--- config.mk ---
export PLATFORM = sky130hd
export DESIGN_NAME = aiv_pixel_sampler
export DESIGN_NICKNAME = d
export VERILOG_FILES = /design/src/rtl/aiv_pixel_sampler_pkg.sv /design/src/rtl/rising_edge_detect.sv /design/src/rtl/aiv_pixel_sampler.sv
export SDC_FILE = /design/constraint.sdc
export NUM_CORES = 1
export LEC_CHECK = 0
export CAP_MARGIN = 10
export CORE_AREA = 2 2 83 85
export DETAILED_ROUTE_END_ITERATION = 16
export DIE_AREA = 0 0 85 87
export GPL_TIMING_DRIVEN = 0
export PLACE_DENSITY = 0.75
export SLEW_MARGIN = 20
export SYNTH_ARGS = -nofsm -noshare
export SYNTH_HDL_FRONTEND = slang
export SYNTH_HIERARCHICAL = 1
export SYNTH_SLANG_ARGS = --single-unit
--- constraint.sdc ---
create_clock -name clk -period 1.9 [get_ports clk]
set_input_delay 0.38 -clock clk [delete_from_list [all_inputs] [get_ports clk]]
set_output_delay 0.38 -clock clk [all_outputs]
set_load 0.01 [all_outputs]
--- src/rtl/aiv_pixel_sampler_pkg.sv ---
// +----------------------------------------------------------------------+
// | Module      : aiv_pixel_sampler_pkg                                  |
// | Description : PAL 576i active-window timing defaults and helpers     |
// |               shared by the AIV pixel sampler.                       |
// | Revision    : 1.0 - initial release                                  |
// +----------------------------------------------------------------------+
`default_nettype none

package aiv_pixel_sampler_pkg;

   // Default source timing: 16 MHz BBC pixel sampled on a 96 MHz clock
   localparam int DEF_CLKS_PER_PIXEL = 6;
   localparam int DEF_SAMPLE_PHASE   = 3;
   localparam int DEF_H_START        = 1200;
   localparam int DEF_ACTIVE_PIXELS  = 640;
   localparam int DEF_V_START        = 23;
   localparam int DEF_ACTIVE_LINES   = 256;
   localparam int DEF_MAX_LINE_CLKS  = 7000;

   // Counter widths
   localparam int HCOUNT_W = 13;
   localparam int PHASE_W  = 3;
   localparam int PIX_W    = 10;
   localparam int LINE_W   = 9;

   typedef logic [HCOUNT_W-1:0] hcount_t;
   typedef logic [PHASE_W-1:0]  phase_t;
   typedef logic [PIX_W-1:0]    pix_t;
   typedef logic [LINE_W-1:0]   line_t;

   // Interlaced frame row: odd field on even rows, even field on odd rows
   function automatic logic [9:0] frame_y(input line_t active_line, input logic field_odd);
      return {active_line, ~field_odd};
   endfunction

endpackage

`default_nettype wire

--- src/rtl/rising_edge_detect.sv ---
// +----------------------------------------------------------------------+
// | Module      : rising_edge_detect                                     |
// | Description : Single-cycle pulse on a 0->1 transition of in.         |
// | Revision    : 1.0 - initial release                                  |
// +----------------------------------------------------------------------+
`default_nettype none

module rising_edge_detect (
   input  logic clk,
   input  logic reset,
   input  logic in,
   output logic pulse
);

   logic in_d;

   // Remember previous input level
   always_ff @(posedge clk) begin
      if (reset) in_d <= 1'b0;
      else       in_d <= in;
   end

   assign pulse = in & ~in_d;

endmodule

`default_nettype wire

--- src/rtl/aiv_pixel_sampler.sv ---
// +----------------------------------------------------------------------+
// | Module      : aiv_pixel_sampler                                      |
// | Description : Samples one RGB111 pixel per source pixel period in    |
// |               the PAL 576i active window and emits it with frame     |
// |               coordinates as a one-cycle strobe.                     |
// | Revision    : 1.0 - initial release                                  |
// +----------------------------------------------------------------------+
`default_nettype none

module aiv_pixel_sampler
   import aiv_pixel_sampler_pkg::*;
#(
   parameter int CLKS_PER_PIXEL = DEF_CLKS_PER_PIXEL,
   parameter int SAMPLE_PHASE   = DEF_SAMPLE_PHASE,
   parameter int H_START        = DEF_H_START,
   parameter int ACTIVE_PIXELS  = DEF_ACTIVE_PIXELS,
   parameter int V_START        = DEF_V_START,
   parameter int ACTIVE_LINES   = DEF_ACTIVE_LINES,
   parameter int MAX_LINE_CLKS  = DEF_MAX_LINE_CLKS
) (
   input  logic       clk,
   input  logic       reset,
   input  logic       hsync,
   input  logic       vsync,
   input  logic       isFieldOdd,
   input  logic [2:0] rgb_in,
   output logic       pixel_valid,
   output logic [2:0] pixel_rgb,
   output logic [9:0] pixel_x,
   output logic [9:0] pixel_y,
   output logic       line_done,
   output logic       frame_start,
   output logic       locked
);

   localparam hcount_t H_START_C   = hcount_t'(H_START);
   localparam hcount_t MAX_CLKS_C  = hcount_t'(MAX_LINE_CLKS);
   localparam phase_t  PHASE_LAST  = phase_t'(CLKS_PER_PIXEL - 1);
   localparam phase_t  PHASE_SAMP  = phase_t'(SAMPLE_PHASE);
   localparam pix_t    PIX_END     = pix_t'(ACTIVE_PIXELS);
   localparam pix_t    PIX_LAST    = pix_t'(ACTIVE_PIXELS - 1);
   localparam line_t   LINE_FIRST  = line_t'(V_START);
   localparam line_t   LINE_END    = line_t'(V_START + ACTIVE_LINES);
   localparam line_t   LINE_SAT    = '1;

   logic    hs_edge;
   logic    vs_edge;
   hcount_t h_count;
   line_t   line_count;
   phase_t  phase;
   pix_t    pix_count;
   logic    field_odd;
   logic    line_active;
   logic    sample;

   rising_edge_detect u_hs_edge (
      .clk   (clk),
      .reset (reset),
      .in    (hsync),
      .pulse (hs_edge)
   );

   rising_edge_detect u_vs_edge (
      .clk   (clk),
      .reset (reset),
      .in    (vsync),
      .pulse (vs_edge)
   );

   // Clocks since line start; saturation marks a missing hsync
   always_ff @(posedge clk) begin
      if (reset)                     h_count <= '0;
      else if (hs_edge)              h_count <= '0;
      else if (h_count != MAX_CLKS_C) h_count <= h_count + 1'b1;
   end

   // Line index within the field; a coincident vsync edge wins over hsync
   always_ff @(posedge clk) begin
      if (reset)                                  line_count <= '0;
      else if (vs_edge)                           line_count <= '0;
      else if (hs_edge && line_count != LINE_SAT) line_count <= line_count + 1'b1;
   end

   // Field parity and lock: gained on vsync, lost when a line overruns
   always_ff @(posedge clk) begin
      if (reset) begin
         field_odd <= 1'b0;
         locked    <= 1'b0;
      end else if (vs_edge) begin
         field_odd <= isFieldOdd;
         locked    <= 1'b1;
      end else if (h_count == MAX_CLKS_C) begin
         locked    <= 1'b0;
      end
   end

   // Pixel phase and pixel index, realigned at every hsync edge
   always_ff @(posedge clk) begin
      if (reset || hs_edge) begin
         phase     <= '0;
         pix_count <= '0;
      end else if (h_count >= H_START_C) begin
         if (phase == PHASE_LAST) begin
            phase <= '0;
            if (pix_count != PIX_END) pix_count <= pix_count + 1'b1;
         end else begin
            phase <= phase + 1'b1;
         end
      end
   end

   assign line_active = locked && (line_count >= LINE_FIRST) && (line_count < LINE_END);

   // A mid-line hsync edge aborts the sample in the same cycle
   assign sample = line_active && (h_count >= H_START_C) && (pix_count < PIX_END)
                   && (phase == PHASE_SAMP) && !hs_edge;

   // Registered pixel strobe; coordinates and colour hold between strobes
   always_ff @(posedge clk) begin
      if (reset) begin
         pixel_valid <= 1'b0;
         pixel_rgb   <= '0;
         pixel_x     <= '0;
         pixel_y     <= '0;
         line_done   <= 1'b0;
         frame_start <= 1'b0;
      end else begin
         pixel_valid <= sample;
         line_done   <= sample && (pix_count == PIX_LAST);
         frame_start <= vs_edge && isFieldOdd;
         if (sample) begin
            pixel_rgb <= rgb_in;
            pixel_x   <= pix_count;
            pixel_y   <= frame_y(line_count - LINE_FIRST, field_odd);
         end
      end
   end

endmodule

`default_nettype wire

# Yosys cells after proc, flatten, opt, wreduce, memory -nomap -nowiden
# Index checks and enable logic that the tools add are counted.
word_totals:
  register_bits: 65
  elab_cells: 53
  input_bits: 8
op_classes:
  n_bitwise: 5
  n_lt_le_gt_ge: 4
  add_sub_neg: 5
  reduce_logical: 15
  muxes: 3
  eq_ne: 7
ops:
  columns: ["cell", "n"]
  rows:
  - ["$add 13x1->13 const B", 1]
  - ["$eq 13x13->1 const B", 1]
  - ["$ge 13x11->1 const B", 1]
  - ["$ne 13x13->1 const B", 1]
  - ["$add 10x1->10 const B", 1]
  - ["$eq 10x10->1 const B", 1]
  - ["$lt 10x10->1 const B", 1]
  - ["$ne 10x10->1 const B", 1]
  - ["$add 9x1->9 const B", 1]
  - ["$ge 9x5->1 const B", 1]
  - ["$logic_and 1x1->1", 9]
  - ["$lt 9x9->1 const B", 1]
  - ["$ne 9x9->1 const B", 1]
  - ["$sub 9x5->9 const B", 1]
  - ["$reduce_or 2->1", 2]
  - ["$add 3x1->3 const B", 1]
  - ["$eq 3x2->1 const B", 1]
  - ["$eq 3x3->1 const B", 1]
  - ["$mux 3", 1]
  - ["$not 1->1", 3]
  - ["$reduce_and 3->1", 1]
  - ["$and 1x1->1", 2]
  - ["$mux 1", 2]
  - ["$reduce_bool 2->1", 1]
  - ["2 further kinds", 2]

# Logic depth before layout (Yosys ltp)
# Gate-level depths: netlist (run 1).
depth:
  word_depth: 8
  mapped_depth: 9
  depth_no_buf: 8

# Modules after synthesis
# The synthesis (run 1) kept the hierarchy.
modules_own_cells:
  columns: ["module", "instances", "cells_each", "area_per_inst_um2"]
  rows:
  - ["aiv_pixel_sampler", 1, 360, 3158.0]
  - ["rising_edge_detect", 2, 3, 47.5]

# Least setup slack after synthesis (run 1)
# Ideal clock, no wire load.
synth_timing:
  path_type: "flip-flop to flip-flop"
  start: "register line_count[1]"
  end: "register pixel_y[4]"
  stages_incl_launch_ff: 8
  required_time_ps: 1779
  setup_slack_ps: -73
  period_less_slack_ps: 1973
  arrival_time_ps: 1852
  cell_sequence: "dfxtp_1 -> ha_1 -> clkbuf_1 -> a21o_1 -> a211oi_4 -> or4_1 -> buf_4 -> mux2_4"
synth_between:
  elab_chain_cells: 7
synth_rtl:
  columns: ["item", "line_no", "source"]
  rows:
  - ["start: declaration", "aiv_pixel_sampler.sv:49", "line_t line_count;"]
  - ["start signal: assignment", "aiv_pixel_sampler.sv:81", "else if (hs_edge && line_count != LINE_SAT) line_count <= line_count + 1'b1;"]
  - ["$ge 9x5->1", "aiv_pixel_sampler.sv:112", "assign line_active = locked && (line_count >= LINE_FIRST) && (line_count < LINE_END);"]
  - ["$logic_and 1x1->1 (2 in a row)", "aiv_pixel_sampler.sv:112", null]
  - ["$logic_and 1x1->1 (2 in a row)", "aiv_pixel_sampler.sv:115", "assign sample = line_active && (h_count >= H_START_C) && (pix_count < PIX_END)"]
  - ["$logic_and 1x1->1 (2 in a row)", "aiv_pixel_sampler.sv:116", "&& (phase == PHASE_SAMP) && !hs_edge;"]
  - ["end signal: assignment", "aiv_pixel_sampler.sv:134", "pixel_y <= frame_y(line_count - LINE_FIRST, field_odd);"]
  - ["end: declaration", "aiv_pixel_sampler.sv:30", "output logic [9:0] pixel_y,"]
# Parallel ways exist; a longest one is shown, timed or not.
# A chain may end at the register's enable or synchronous reset.

# Worst setup path in the final report (run 1)
layout_timing:
  start: "register line_count[8]"
  end: "register pixel_y[4]"
layout_between:
  elab_chain_cells: 7
layout_rtl:
  columns: ["item", "line_no"]
  rows:
  - ["$ge 9x5->1", "aiv_pixel_sampler.sv:112"]
  - ["$logic_and 1x1->1", "aiv_pixel_sampler.sv:112"]
  - ["$logic_and 1x1->1 (*)", "aiv_pixel_sampler.sv:112"]
  - ["$logic_and 1x1->1 (*) (2 in a row)", "aiv_pixel_sampler.sv:115"]
  - ["$logic_and 1x1->1 (*) (2 in a row)", "aiv_pixel_sampler.sv:116"]
# Every way passes the cells marked *; elsewhere a longest branch is shown, timed or not.

==> flow_summary.yaml, run 1 <==
pwr:
  vdd_drop_max_v: 0.000552
  power_density_mw_per_mm2: 666
  power.leakage_uw: 0.00141
worst_setup_path:
  r2r_slack_ns: -0.07
  cp.required_ns: 2.15
  arrival_ns: 2.22
  crit_path_start_kind: "flop"
  reg2reg_depth: 5
  crit_fanout: 5
  worst_setup_path_end_kind: "flop"
  path_class: "flop to flop"
worst_hold_path:
  hold_depth: 2
  min_path_type: "input pin to flop"
logic_synthesis:
  synth_cells: 366
  synthMuxAreaShare: 0.0815
  mappedNetlistArea_mm2: 0.00325
  synth.distinct_cells: 53
  synth-xor-area-share: 0.0538
  dominantRegCellSynth: "dfxtp_1"
  ys.warnings.count: 6
  avgSynthCellArea_um2: 8.89
  seq_area_frac_synth: 0.400
  synth-edff-count: 0
  yosys.area_share.simple: 0.268
  synth_compound_area_frac: 0.116
  syn-num-nets: 381
  yosys_register_bits: 65
  synth-async-reset-ratio: 0
  synth_adder_area_share: 0.0269
  synth_top_family_by_area: "simple AND/OR/NAND/NOR gates"
floorplanning:
  die_w_um: 85
  dieArea_mm2: 0.00740
  rows: 30
  dieHeight_um: 87
  initial_utilization: 0.495
  ios: 35
  core_mm2: 0.00657
placement:
  numPortBuffers: 34
  placed_cells: 480
  dp_hpwl_mm: 4.86
  preCtsSetupSlack_ns: -0.508
  place.gp.congestion: 0.842
  placed_cell_area_mm2: 0.00370
timing:
  max_freq_ghz: 0.506
  finalCritPeriodShare: 1.04
  fin_skew_ns: 0.0148
  worst_pin_slew_ns: 0.701
  hold_viol: 0
  fin_ws_ns: -0.0747
  finalMaxSlewViolations: 0
  grt_setup_unrepaired: "true"
  min_period_ns: 1.97
  tns_ns: -0.295
  setup_viol_count_final: 14
  slew_headroom: 0.530
clock_tree:
  cts_made_buffers: 9
  htreeDepth: 3
  cts-root-buf: "clkbuf_8"
  cts_buffer_depth: 2
  cts_tree: "built"
  clk_latency_ns: 0.35
  cts_sinks: 65
  clkTransAtPathRegs_ns: 0.09
  cts_hold_buf: 0
detailed_routing:
  drtAntennaViolNets: 0
  vias_per_cell: 5.51
  routed_wl_mm: 7.43
  drt_first_pass_iters: 5
  drtIter0Drc: 185
  wl_met1_mm: 3.48
  routed.top_layer: "met4"
  dr_wl_met2_mm: 3.53
  wl_met3_um: 305
  wl_per_cell_um: 14.8
  vias: 2770
  drcViolationCount: 0
grt:
  grtUsageTotal: 0.201
  grt_max_degree: 14
  grt_pass1_vias: 2476
  grt_pass1_wl_mm: 11.8
  grt_antenna_before_repair: 0
  grt.overflow.total: 0
cells_and_area:
  drive_gt1_frac: 0.182
  fin_cells: 503
  nets: 433
  final_cell_area_mm2: 0.00407
  antenna_cells: 0
  synthToLayoutAreaGrowth_pct: 25.2
job:
  cap_violations: 0
run_status:
  violations: "negative setup slack"
  status: "finished with violations"
## cell type report
type,count,area [µm²]
buffer,20,123
clock buffer,9,124
clock inverter,7,78.8
fill,532,2500
inverter,15,60.1
multi-input combinational,264,1860
sequential,65,1310
tap,80,100
timing repair buffer,43,419
## sequential cells by signal, summed over array words and instances, names as in the netlist
register        count
field_odd           1
phase               3
pixel_x            10
pixel_valid         1
locked              1
u_hs_edge/in_d      1
h_count            13
frame_start         1
pixel_rgb           3
line_done           1
pix_count          10
line_count          9
pixel_y            10
u_vs_edge/in_d      1
## Yosys cell counts (6+ instances only)
library cell  instances  share of area
clkbuf_1             17          0.020
nand4_1              16          0.031
xnor2_1              12          0.032
nand2_1              50          0.058
xor2_1                8          0.022
nor2b_1               6          0.012
o21ai_0               7          0.011
or3_1                 9          0.017
nor2_1               26          0.030
mux2i_1              22          0.068
nand3_1              12          0.018
nor3_1                9          0.014
dfxtp_1              65           0.40
a21oi_1              22          0.034
inv_1                14          0.016
ha_1                  7          0.027
## logic make-up (layout without fill, tap and decap cells)
family,count (synthesis),count (layout)
XOR/XNOR,20,20
adder cells (fa/ha/maj),7,7
buffers and inverters,37,94
AND/OR/NAND/NOR,161,161
AO/OA/AOI/OAI,51,51
flip-flops,65,65
multiplexers,25,25
## final timing paths
| kind | start | to |
|---|---|---|
| worst max-delay path | line_count[8] | pixel_y[4] |
| worst min-delay path | hsync | u_hs_edge/in_d |
| worst max register to register | line_count[8] | pixel_y[4] |
| worst min register to register | pixel_x[6] | pixel_x[6] |
## cell usage in the layout (no fill, tap or decap), drive strengths merged, types with 4 or more instances in the layout
cell type,count
clkinv,4
nor2,26
mux2i,22
inv,16
or3,9
nor2b,10
xor2,8
o21ai,9
ha,7
nand2,51
nand4,16
nor4,4
or4,4
dfxtp,65
xnor2,12
nand3b,4
nand3,12
nor3,9
a21oi,22
clkdlybuf4s50,33
clkbuf,24
buf,14
## layer usage
layer  track usage  up-vias
met1         0.269     1306
met4        0.0952        0
li1              -     1388
met2         0.306       68
met3        0.0502        8
met5             0        -
## per-stage QoR
| step | utilization | hold slack (ns) | total power, µW |
|---|---|---|---|
| 2_1_floorplan | - | 0.444 | 1480 |
| 3_3_place_gp | 0.563 | 0.443 | 1530 |
| 3_5_place_dp | 0.563 | 0.447 | 1530 |
| 4_1_cts | 0.598 | 0.454 | 2720 |
| 5_1_grt | 0.620 | 0.454 | 2830 |
| 6_report | 0.620 | 0.454 | 2710 |
## repair_timing
action                     in CTS  in global routing
buffers inserted                1                  8
pin swaps                       1                  4
setup endpoints to repair      29                 31
gates resized for setup        13                 22
## where the power goes
group          internal [µW]  total [µW]  leakage, µW  switching, µW
Combinational           52.3         127     0.000773           74.6
Sequential              1370        1380     0.000529           10.3
Clock                    619        1200     0.000104            585
## worst max-delay path, cell delays in order, from the launching register on
cell and delay, ns:
dfxtp_2 0.35, or4_4 0.58, a211oi_4 0.36, or4_4 0.19, buf_6 0.11, mux2_4 0.29
Note: power is estimated with default switching activity, not from simulation.
==> inputs of run 2 (changes only) <==
--- a/config.mk
+++ b/config.mk
@@ -6,11 +6,11 @@
 export NUM_CORES = 1
 export LEC_CHECK = 0
 export CAP_MARGIN = 10
-export CORE_AREA = 2 2 83 85
+export CORE_AREA = 2 2 80 82
 export DETAILED_ROUTE_END_ITERATION = 16
-export DIE_AREA = 0 0 85 87
+export DIE_AREA = 0 0 82 84
 export GPL_TIMING_DRIVEN = 0
-export PLACE_DENSITY = 0.75
+export PLACE_DENSITY = 0.77
 export SLEW_MARGIN = 20
 export SYNTH_ARGS = -nofsm -noshare
 export SYNTH_HDL_FRONTEND = slang
==> constraint.sdc (replaced) <==
create_clock -name clk -period 2.1 [get_ports clk]
set_input_delay 0.42 -clock clk [delete_from_list [all_inputs] [get_ports clk]]
set_output_delay 0.42 -clock clk [all_outputs]
set_load 0.01 [all_outputs]
==> run 2 against run 1 <==
  * The flow now finishes without violations
  * Sequential cell count unchanged
  * Clock power is essentially flat
  * First-iteration DRC count rose by 28%
  * Clock skew shrank 0.0076 ns
==> flow_summary.yaml, run 2 (synthesized netlist as in run 1, its figures left out) <==
timing:
  worst_pin_slew_ns: 0.701
  min_period_ns: 2.02
  hold_viol: 0
  whs_ns: 0.458
  tns_ns: 0
  setup_viol_count_final: 0
  finalCritPeriodShare: 0.963
  fin_skew_ns: 0.00722
  finalMaxSlewViolations: 0
  slew_headroom: 0.531
  grt_setup_unrepaired: "false"
  max_freq_ghz: 0.494
grt:
  grtUsageTotal: 0.216
  grt_pass1_wl_mm: 11.8
  grt_max_degree: 14
  grt_antenna_before_repair: 0
  grt.overflow.total: 0
  grt_pass1_vias: 2618
clock_tree:
  cts-root-buf: "clkbuf_8"
  htreeDepth: 3
  cts_hold_buf: 0
  clkTransAtPathRegs_ns: 0.08
  cts_tree: "built"
  cts_sinks: 65
  clk_latency_ns: 0.35
  cts_made_buffers: 9
  cts_setup_buffers: 0
  cts_buffer_depth: 2
floorplanning:
  rows: 29
  core_mm2: 0.00610
  dieHeight_um: 84
  dieArea_mm2: 0.00689
  die_w_um: 82
  ios: 35
  initial_utilization: 0.534
detailed_routing:
  drt_first_pass_iters: 4
  drcViolationCount: 0
  vias: 2693
  wl_per_cell_um: 14.0
  drtIter0Drc: 236
  vias_per_cell: 5.47
  drtAntennaViolNets: 0
  routed_wl_mm: 6.89
worst_hold_path:
  min_path_type: "flop to flop"
  hold_path_startpoint: "pixel_x[1]"
  hold_depth: 2
pwr:
  switching_share: 0.235
  power_frac_seq: 0.487
  pwr-share-clk: 0.471
  power_density_mw_per_mm2: 653
  pwr-share-comb: 0.042
  power.leakage_uw: 0.00134
  vdd_drop_max_v: 0.000462
  p_switching_uw: 602
  intPower_uw: 1970
cells_and_area:
  mostFrequentLayoutCells: "dfxtp_1, nand2_1, clkdlybuf4s50_1"
  final.fill_count: 519
  antenna_cells: 0
  drive_gt1_frac: 0.125
  final_common_cell: "dfxtp_1"
  nets: 425
  regMostFlops: "h_count"
  synthToLayoutAreaGrowth_pct: 21.0
  largest_register_ffs: 13
worst_setup_path:
  r2r-start: "line_count[5]"
  crit_start: "line_count[5]"
  path_class: "flop to flop"
  reg2reg_depth: 6
  crit_path_start_kind: "flop"
  arrival_ns: 2.27
  cp.required_ns: 2.35
  crit_fanout: 9
  worst_setup_path_end_kind: "flop"
placement:
  place.gp.congestion: 0.849
  numPortBuffers: 34
  dp_hpwl_mm: 4.73
job:
  cap_violations: 0
run_status:
  status: "finished clean"
## run 2: routing by layer
layer | vias to the layer above | track usage | part of all wire
met1 | 1236 | 0.283 | 0.47
met5 | - | 0 | 0
met3 | 11 | 0.0433 | 0.056
met4 | 0 | 0.0894 | 0.018
li1 | 1368 | - | -
met2 | 78 | 0.342 | 0.45
## run 2: layout make-up
| cell class | instances | area (µm²) | share of cell area |
|---|---|---|---|
| Multi-Input combinational cell | 264 | 1790 | 0.456 |
| Sequential cell | 65 | 1300 | 0.331 |
| Timing Repair Buffer | 34 | 340 | 0.0865 |
| Clock buffer | 9 | 124 | 0.0315 |
| Buffer | 21 | 118 | 0.0299 |
| Clock inverter | 7 | 103 | 0.0261 |
| Tap cell | 77 | 96.3 | 0.0245 |
| Inverter | 15 | 56.3 | 0.0143 |
## run 2: worst paths after layout
| path | to | slack, ns |
|---|---|---|
| max | pixel_y[4] | 0.08 |
| min | pixel_x[1] | 0.46 |
| max reg2reg | pixel_y[4] | 0.08 |
| min reg2reg | pixel_x[1] | 0.46 |
## run 2: worst max-delay path, stage by stage, from the launching register on
cell	delay, ns
dfxtp_1	0.31
buf_6	0.13
or4_4	0.54
a211oi_4	0.30
or4_1	0.15
buf_4	0.17
mux2_4	0.31
## run 2: power by group through the flow
stage	sequential, µW	clock, µW	combinational [µW]
after CTS	1250	1240	106
after global placement	1280	0	102
final	1250	1210	107
after floorplan	1280	0	64.0
after detailed placement	1280	0	105
after global routing	1250	1280	120
## run 2: repair_timing
action,4_1_cts,5_1_grt
setup endpoints to repair,2,25
gates resized for setup,1,10
endpoints found under the hold margin,0,0
pin swaps,0,0
## run 2: metrics by stage
| stage | power (µW) | cells | area (µm²) | worst slack (ns) | util |
|---|---|---|---|---|---|
| 4_1_cts | 2600 | 492 | 3920 | 0.0602 | 0.642 |
| 2_1_floorplan | 1340 | 366 | 3250 | 0.127 | - |
| 3_5_place_dp | 1380 | 477 | 3690 | -0.316 | 0.605 |
| 3_3_place_gp | 1380 | 477 | 3690 | -0.298 | 0.605 |
| 5_1_grt | 2650 | 492 | 3940 | 0.000258 | 0.646 |
| 6_report | 2570 | 492 | 3940 | 0.0774 | 0.646 |
